**config.mk**
```make
export PLATFORM = sky130hd
export DESIGN_NAME = bus_arbiter_flat
export DESIGN_NICKNAME = d
export VERILOG_FILES = /design/src/rtl/bus_pkg.sv /design/src/rtl/bus_arbiter_if.sv /design/src/rtl/bus_arbiter_rr_picker.sv /design/src/rtl/bus_arbiter.sv /design/src/flat_wrapper.sv
export SDC_FILE = /design/constraint.sdc
export NUM_CORES = 1
export LEC_CHECK = 0
export CORE_UTILIZATION = 45
export DETAILED_ROUTE_END_ITERATION = 12
export PLACE_DENSITY = 0.8
export SYNTH_ARGS = -nofsm -noshare
export SYNTH_HDL_FRONTEND = slang
export SYNTH_SLANG_ARGS = --single-unit
export TNS_END_PERCENT = 30
```
**constraint.sdc**
```tcl
create_clock -name clk -period 1.9 [get_ports clk]
set_clock_uncertainty 0.05 [all_clocks]
set_input_delay 0.57 -clock clk [delete_from_list [all_inputs] [get_ports clk]]
set_output_delay 0.57 -clock clk [all_outputs]
set_load 0.02 [all_outputs]
```
**src/rtl/bus_pkg.sv**
```systemverilog
// Shared definitions for the system bus arbiter family.
// Holds the arbiter state encoding, the bus width and the default sizing.
package bus_pkg;

    typedef enum logic {
        IDLE  = 1'b0,
        OWNED = 1'b1
    } arb_state_t;

    localparam int BUS_W         = 32;
    localparam int DEF_N_MASTERS = 4;
    localparam int DEF_TIMEOUT   = 16;

endpackage

```
**src/rtl/bus_arbiter_if.sv**
```systemverilog
// Request/grant handshake between the bus masters and the central arbiter.
// The arbiter connects through the slave modport; the master side drives request/ready.
interface bus_arbiter_if
    import bus_pkg::*;
#(
    parameter int N_MASTERS = DEF_N_MASTERS,
    parameter int IDX_W     = $clog2(N_MASTERS)
);

    logic [N_MASTERS-1:0] request;
    logic                 ready;
    logic [N_MASTERS-1:0] grant;
    logic [IDX_W-1:0]     owner;
    logic                 bus_busy;
    logic                 bus_error;

    modport master (
        output request,
        output ready,
        input  grant,
        input  owner,
        input  bus_busy,
        input  bus_error
    );

    modport slave (
        input  request,
        input  ready,
        output grant,
        output owner,
        output bus_busy,
        output bus_error
    );

endinterface

```
**src/rtl/bus_arbiter_rr_picker.sv**
```systemverilog
// Combinational round-robin picker: first set request bit searching upward from last+1.
// Kept generic so interrupt or DMA arbiters can share it.
module rr_picker
    import bus_pkg::*;
#(
    parameter int N     = DEF_N_MASTERS,
    parameter int IDX_W = $clog2(N)
) (
    input  logic [N-1:0]     request,
    input  logic [IDX_W-1:0] last,
    output logic [IDX_W-1:0] pick,
    output logic             valid
);

    // Walk offsets from farthest to nearest so the nearest requester is the last write.
    always_comb begin
        logic [IDX_W-1:0] cand;
        cand  = '0;
        pick  = '0;
        valid = 1'b0;
        for (int i = N; i >= 1; i--) begin
            cand = IDX_W'((int'(last) + i) % N);
            if (request[cand]) begin
                pick  = cand;
                valid = 1'b1;
            end
        end
    end

endmodule

```
**src/rtl/bus_arbiter.sv**
```systemverilog
// Central round-robin arbiter for the shared system bus.
// Holds a grant until ready, withdrawal or watchdog abort, then rotates priority.
module bus_arbiter
    import bus_pkg::*;
#(
    parameter int N_MASTERS = DEF_N_MASTERS,
    parameter int IDX_W     = $clog2(N_MASTERS),
    parameter int TIMEOUT   = DEF_TIMEOUT,
    parameter int CNT_W     = $clog2(TIMEOUT)
) (
    input  logic          clk,
    input  logic          rst_n,
    bus_arbiter_if.slave  bus
);

    localparam logic [N_MASTERS-1:0] GRANT_ONE = N_MASTERS'(1);
    localparam logic [CNT_W-1:0]     WD_LAST   = CNT_W'(TIMEOUT - 1);
    localparam logic [IDX_W-1:0]     LAST_RST  = IDX_W'(N_MASTERS - 1);

    arb_state_t           state_q, state_d;
    logic [N_MASTERS-1:0] grant_q, grant_d;
    logic [IDX_W-1:0]     owner_q, owner_d;
    logic [IDX_W-1:0]     last_q, last_d;
    logic [CNT_W-1:0]     wd_q, wd_d;
    logic                 err_q, err_d;

    logic [IDX_W-1:0]     pick;
    logic                 pick_valid;

    logic                 owner_req;
    logic                 wd_expired;

    rr_picker #(
        .N     (N_MASTERS),
        .IDX_W (IDX_W)
    ) u_picker (
        .request (bus.request),
        .last    (last_q),
        .pick    (pick),
        .valid   (pick_valid)
    );

    assign owner_req  = bus.request[owner_q];
    assign wd_expired = (wd_q == WD_LAST);

    always_ff @(posedge clk or negedge rst_n) begin
        if (!rst_n) begin
            state_q <= IDLE;
            grant_q <= '0;
            owner_q <= '0;
            last_q  <= LAST_RST;
            wd_q    <= '0;
            err_q   <= 1'b0;
        end else begin
            state_q <= state_d;
            grant_q <= grant_d;
            owner_q <= owner_d;
            last_q  <= last_d;
            wd_q    <= wd_d;
            err_q   <= err_d;
        end
    end

    always_comb begin
        state_d = state_q;
        grant_d = grant_q;
        owner_d = owner_q;
        last_d  = last_q;
        wd_d    = wd_q;
        err_d   = 1'b0;
        case (state_q)
            IDLE: begin
                if (pick_valid) begin
                    state_d = OWNED;
                    grant_d = GRANT_ONE << pick;
                    owner_d = pick;
                    wd_d    = '0;
                end
            end
            OWNED: begin
                // ready beats withdrawal beats watchdog; only a pure timeout flags an error.
                if (bus.ready || !owner_req || wd_expired) begin
                    state_d = IDLE;
                    grant_d = '0;
                    last_d  = owner_q;
                    wd_d    = '0;
                    err_d   = !bus.ready && owner_req && wd_expired;
                end else if (wd_q != '1) begin
                    wd_d = wd_q + CNT_W'(1);
                end
            end
            default: begin
                state_d = IDLE;
                grant_d = '0;
            end
        endcase
    end

    assign bus.grant     = grant_q;
    assign bus.owner     = owner_q;
    assign bus.bus_busy  = (state_q == OWNED);
    assign bus.bus_error = err_q;

endmodule

```
**src/flat_wrapper.sv**
```systemverilog
// flat-port wrapper written by rule: the top's interface ports become plain ports
module bus_arbiter_flat import bus_pkg::*;
#(
    parameter int N_MASTERS = DEF_N_MASTERS,
    parameter int IDX_W     = $clog2(N_MASTERS),
    parameter int TIMEOUT   = DEF_TIMEOUT,
    parameter int CNT_W     = $clog2(TIMEOUT)
)
  (clk, rst_n, bus_request, bus_ready, bus_grant, bus_owner, bus_bus_busy, bus_bus_error);
  bus_arbiter_if #(.N_MASTERS(N_MASTERS), .IDX_W(IDX_W)) bus_i ();
  input  logic clk;
  input  logic rst_n;
  input wire logic [$bits(bus_i.request)-1:0] bus_request;
  input wire logic [$bits(bus_i.ready)-1:0] bus_ready;
  output wire logic [$bits(bus_i.grant)-1:0] bus_grant;
  output wire logic [$bits(bus_i.owner)-1:0] bus_owner;
  output wire logic [$bits(bus_i.bus_busy)-1:0] bus_bus_busy;
  output wire logic [$bits(bus_i.bus_error)-1:0] bus_bus_error;
  assign bus_i.request = bus_request;
  assign bus_i.ready = bus_ready;
  assign bus_grant = bus_i.grant;
  assign bus_owner = bus_i.owner;
  assign bus_bus_busy = bus_i.bus_busy;
  assign bus_bus_error = bus_i.bus_error;
  bus_arbiter #(.N_MASTERS(N_MASTERS), .IDX_W(IDX_W), .TIMEOUT(TIMEOUT), .CNT_W(CNT_W)) u_core (.clk(clk), .rst_n(rst_n), .bus(bus_i));
endmodule
```
==> metrics.txt <==
First-pass DRT Iterations=5; Setup violations, final=0; synthesized area per cell=about 9.7 um2; net switching power=519.9 uW; Worst Setup Start Kind=flop; Synth-to-Final Area Change=40.07%; clock latency at the later pin of the worst-skew pair=~0.28 ns; Placed Cells=115; All-Layer GR Usage=0.2031; first-pass GRT wire length=around 2700 um; root buf cell=clkbuf_4; most common cell after layout, fill and taps aside=dfrtp_1; Compound-Gate Fraction of Synth Area=0.2343; RSZ-0062 raised after global routing=no; total CTS buffers=3; antenna violations before repair=0; largest net degree at the start of global routing=15; final cell count without fillers=~120; Worst Hold Class=reg2reg; worst path bufs/invs=1; Clock Power Share=0.155; CP Cell Sequence=clkdlybuf4s50_1; Internal Power=between 800 and 900 uW; fmax=roughly 540 MHz; via count=665; setup ws final=~0.05 ns; fin crit period=about 1.9 ns; die width=42.47 um; Placer Congestion=around 0.82; setup slack at placement=-0.2868 ns; final wirelength=~1600 um; total gr overflow=0; Die Ht=about 42 um; most frequent cells in the layout=12 x dfrtp_1, 10 x buf_4, 7 x dlymetal6s2s_1; post-synthesis mux area share=0.05772; slowest stage cell on the critical path=clkdlybuf4s50_1; Slew headroom=0.8187; Row Count=14; Yosys cell types=27; CTS Buffer Depth=2; largest family of logic cells by synthesized area=compound AO/OA/AOI/OAI gates; Leakage=around 0.53 nW; placed instance area=968.4 um2; critical path data required time=approximately 1.3 ns; routed len/inst=approximately 14 um; Worst path max stage delay=0.60 ns; top_reg_cell synth=dfrtp_1; async set or reset register ratio after synthesis=1.000; # diodes=0; number of flops mapped to enable cells by yosys=0; Finished Cell Area=around 1000 um2; Core Footprint=approximately 1500 um2; synth warn=0; fin crit share=0.9738; vias per cell=between 5 and 6; XOR/XNOR share of the synthesized area=0; Simple-Gate Fraction of Synth Area=0.1868; Post-CTS Setup Inserts=0; #FFs+latches synth=14; post-synthesis sequential area ratio=0.4788; power share of the sequential group=0.363; Max H-tree Level=1; Post-route DRC=0; dpl hpwl=~1200 um; Pwr Density=approximately 1300 nW/um2; Starting Density=0.4836; critical path class=reg2out; Initial DRC Count=14; Worst-path clk slew=about 0.080 ns; DIE AREA=roughly 1800 um2; Min-Delay Startpoint=u_core.bus.grant[0]; CTS tree=done; status=finished clean; layout cells sized above 1=0.1942; Setup crit start=u_core.bus.bus_busy; hold buffers post-CTS=0; CP delay by family, top=buffers and inverters; Worst Max-Slew Pin Slew=between 0.2 and 0.3 ns; WP data arrival=roughly 1.2 ns; cells after synthesis=76; nets=112; reg2reg start=u_core.bus.owner[1]; I/O pins=15; Port Buffers=14; max-slew violation count=0; total nets after synthesis=84; Sw Ratio=0.3812; Final ANT Viol Nets=0; vias in the first global route=635; Synth Area in Adders=0.01698; combinational share of power=0.482; Worst Setup End Kind=primary output; CTS Sinks=14; mapped cell area=737.0 um2; Max VDD drop=roughly 910 uV; Final Hold Fails=0; Critical Path Fanout Max=2; max_cap viols=0
## power by group through the flow
stage / Sequential [mW] / Combinational (mW) / Clock [mW]
CTS: 0.495 / 0.660 / 0.218
global route: 0.508 / 0.708 / 0.230
finish: 0.495 / 0.657 / 0.211
detailed placement: 0.502 / 0.660 / 0
floorplan: 0.574 / 0.291 / 0
global placement: 0.494 / 0.652 / 0
## final timing paths
| check | end | slack (ns) | depth (start not counted) |
|---|---|---|---|
| max | bus_bus_busy | 0.05 | 1 |
| min | u_core.bus.grant[0] | 0.46 | 1 |
| max reg2reg | u_core.last_q[0] | 0.33 | 5 |
| min reg2reg | u_core.bus.grant[0] | 0.46 | 1 |
| max in group asynchronous | u_core.last_q[1] | 1.04 | 2 |
| min in group asynchronous | u_core.wd_q[3] | 0.53 | 2 |
## Yosys cell counts (3+ instances only)
library cell | count | share of area
nor2_1 | 6 | 0.031
o211ai_1 | 3 | 0.031
a21oi_1 | 3 | 0.020
nand3_1 | 5 | 0.034
o21ai_0 | 3 | 0.020
nand2_1 | 6 | 0.031
nand2b_1 | 5 | 0.042
o21ai_1 | 4 | 0.027
inv_1 | 4 | 0.020
dfrtp_1 | 12 | 0.41
## area by class of cell
cell class	instances	area [um2]
clock buffer	4	36.28
tap	16	20.02
multi-input combinational	57	376.6
inverter	4	15.01
sequential	14	352.8
fill	115	491.7
timing repair buffer	24	231.5
## kinds of logic after synthesis
kind of cell	after synthesis
compound gates	25
simple gates	27
buf+inv	5
fa+ha+maj	1
mux	4
flops	14
## registers in the layout, summed over array words and instances (netlist names)
| register | cells |
|---|---|
| u_core.bus.bus_busy | 1 |
| u_core.bus.bus_error | 1 |
| u_core.bus.grant | 4 |
| u_core.bus.owner | 2 |
| u_core.last_q | 2 |
| u_core.wd_q | 4 |
## layer usage
layer | vias up | part of all wire | track usage
met2 | 16 | 0.50 | 0.3262
met4 | 0 | 0.0080 | 0.05625
met1 | 317 | 0.44 | 0.2632
met3 | 2 | 0.050 | 0.06466
li1 | 330 | - | -
met5 | - | 0 | 0
## stage by stage
step	utilization	setup TNS, ns	hold slack, ns	power, mW
2_1_floorplan	-	0	0.2244	0.8659
3_3_place_gp	0.6355	-2.381	0.4228	1.146
3_5_place_dp	0.6355	-2.706	0.4491	1.162
4_1_cts	0.6585	-0.009277	0.4729	1.373
5_1_grt	0.6773	0	0.4800	1.446
6_report	0.6773	0	0.4643	1.364
## what timing repair did
item / CTS / global route
endpoints found under the setup margin: 2 / 12
resized for setup: 1 / 9
cloned: 0 / 0
No activity file was read; power rests on OpenSTA's default activity.
==> RTL edit, RTL diff (same settings) <==
`wd_q` no longer has a reset.
--- a/src/rtl/bus_arbiter.sv
+++ b/src/rtl/bus_arbiter.sv
@@ -50,5 +50,4 @@
             owner_q <= '0;
             last_q  <= LAST_RST;
-            wd_q    <= '0;
             err_q   <= 1'b0;
         end else begin
@@ -57,7 +56,10 @@
             owner_q <= owner_d;
             last_q  <= last_d;
-            wd_q    <= wd_d;
             err_q   <= err_d;
         end
+    end
+
+    always_ff @(posedge clk) begin
+        wd_q <= wd_d;
     end
 
Formal check against the unedited RTL: same outputs for any inputs over 10 cycles, from zero or initial values and one cycle with rst_n low; that may be too few to reach the edited logic, so the function may still have changed.
==> RTL edit against the unedited design <==
  * Critical endpoint is now bus_grant[1]
  * Die area decreased by 0.66%
  * Routed wire length decreased by 6.4%
  * Largest cell class is now flip-flops and latches
  * Non-clock buffer count decreased by 2
  * Sequential cell count unchanged
  * Area after synthesis decreased by 0.68%
  * Final area decreased by 5.5%
  * Critical path type unchanged
  * Power decreased by 1.1%
  * Worst setup slack about the same
  * Highest routed layer unchanged
==> RTL edit: results (changes against the unedited design) <==
Outcome
  – Status: finished, final reports clean

Pwr
  – Sw Ratio: 37.34% (-0.78 points)
  – Static Leakage: 0.4314 nW (-18%)
  – Worst vdd ir: 0.8623 mV (-4.9%)

Layout
  – Fillers: 125 (+8.7%)
  – Share of cells above drive strength 1: 24.18% (+4.8 points)
  – Final nets: 100 (-11%)

Route
  – WL final: 1528 um (-6.4%)
  – DRT iter0 DRCs: 13 (-1)
  – Detailed Routing Iterations Pass 1: 3 (-2)
  – Total number of vias: 591 (-11%)

Synth
  – Ys async rst share: 71.43% (-29 points)
  – Synth top cells by count: 8 x dfrtp_1, 8 x nor2_1, 4 x edfxtp_1, 4 x nand2b_1
  – Sequential fraction of the synthesis area: 50.94% (+3.1 points)
  – Post-synth EDFFs: 4 (+4)
  – Mapped Nets: 74 (-12%)
  – Distinct cells, synth: 34 (+26%)
  – Area contributors post-synth: dfrtp_1 27%, edfxtp_1 16%, dfstp_2 7.2%, mux2i_1 4.1%, nor2_1 4.1%

Worst setup path
  – RR Endpoint: u_core.wd_q[3]
  – Critical path launch point: u_core.bus.grant[1]
  – Worst setup endpoint: bus_grant[1]
  – R2r setup slk: 260 ps (-70 ps)
  – R2R depth: 4 (-1)
  – Worst flop-to-flop path startpoint: u_core.bus.owner[0]

Global route
  – Largest net degree at the start of global routing: 11 (-4)
  – First-pass GRT wire length: 2663 um (-1.3%)
  – Total GRT Usage: 19.49% (-0.82 points)

CTS
  – Clock root buffer: clkbuf_4
  – Postcts setup bufs: 0 (unchanged)

Timing
  – Rel. slew slack: 69.95% (-12 points)
-- RTL edit: worst min-delay path by stage --
stage                             start             endpoint  slack, ps  cells past startpoint
floorplan                         rst_n  u_core.bus.bus_busy        220                      0
global placement    u_core.bus.grant[3]  u_core.bus.grant[3]        430                      1
detailed placement  u_core.bus.grant[3]  u_core.bus.grant[3]        420                      1
CTS                 u_core.bus.grant[3]  u_core.bus.grant[3]        450                      1
global route        u_core.bus.grant[3]  u_core.bus.grant[3]        480                      1
finish              u_core.bus.grant[3]  u_core.bus.grant[3]        440                      1
-- RTL edit: per-stage QoR --
step	std cells	area [um^2]	setup slack, ps	power [W]	setup TNS (ps)
after floorplan	66	732.0	264.5	0.0009115	0
after global placement	103	947.2	-304.1	0.001176	-3645
after detailed placement	103	947.2	-352.0	0.001191	-3976
after CTS	107	969.7	28.06	0.001351	0
after global routing	107	975.9	-1.542	0.001441	-1.542
final	107	975.9	49.98	0.001349	0
-- RTL edit: metal layers --
| layer | global-route usage [%] | up-vias | wire, um |
|---|---|---|---|
| met5 | 0 | - | 0 |
| met1 | 27.35 | 285 | 726 |
| li1 | - | 295 | - |
| met2 | 31.69 | 9 | 740 |
| met3 | 3.879 | 2 | 49 |
| met4 | 3.750 | 0 | 12 |
-- RTL edit: final cells by class --
type	instances	share of cell area, %
Multi-Input combinational cell	48	35.77
Timing Repair Buffer	22	20.13
Clock buffer	4	2.692
Inverter	3	1.154
Sequential cell	14	38.21
Tap cell	16	2.051
-- RTL edit: cell families after synthesis --
kind of cell	Yosys count	synth area share, %
DFF	14	50.94
muxes	6	8.718
and+or+nand+nor	21	16.24
buffers and inverters	4	2.221
adders and majority gates	1	1.709
AOI/OAI and AO/OA	18	17.78
xor gates and xnor gates	2	2.394
-- RTL edit: power by group through the flow --
stage               combinational, W  sequential, W  clock, W
floorplan                   0.000311       0.000601         0
global placement            0.000632       0.000544         0
detailed placement          0.000642       0.000549         0
CTS                         0.000633       0.000544  0.000174
global route                0.000691       0.000567  0.000183
finish                      0.000634       0.000543  0.000172
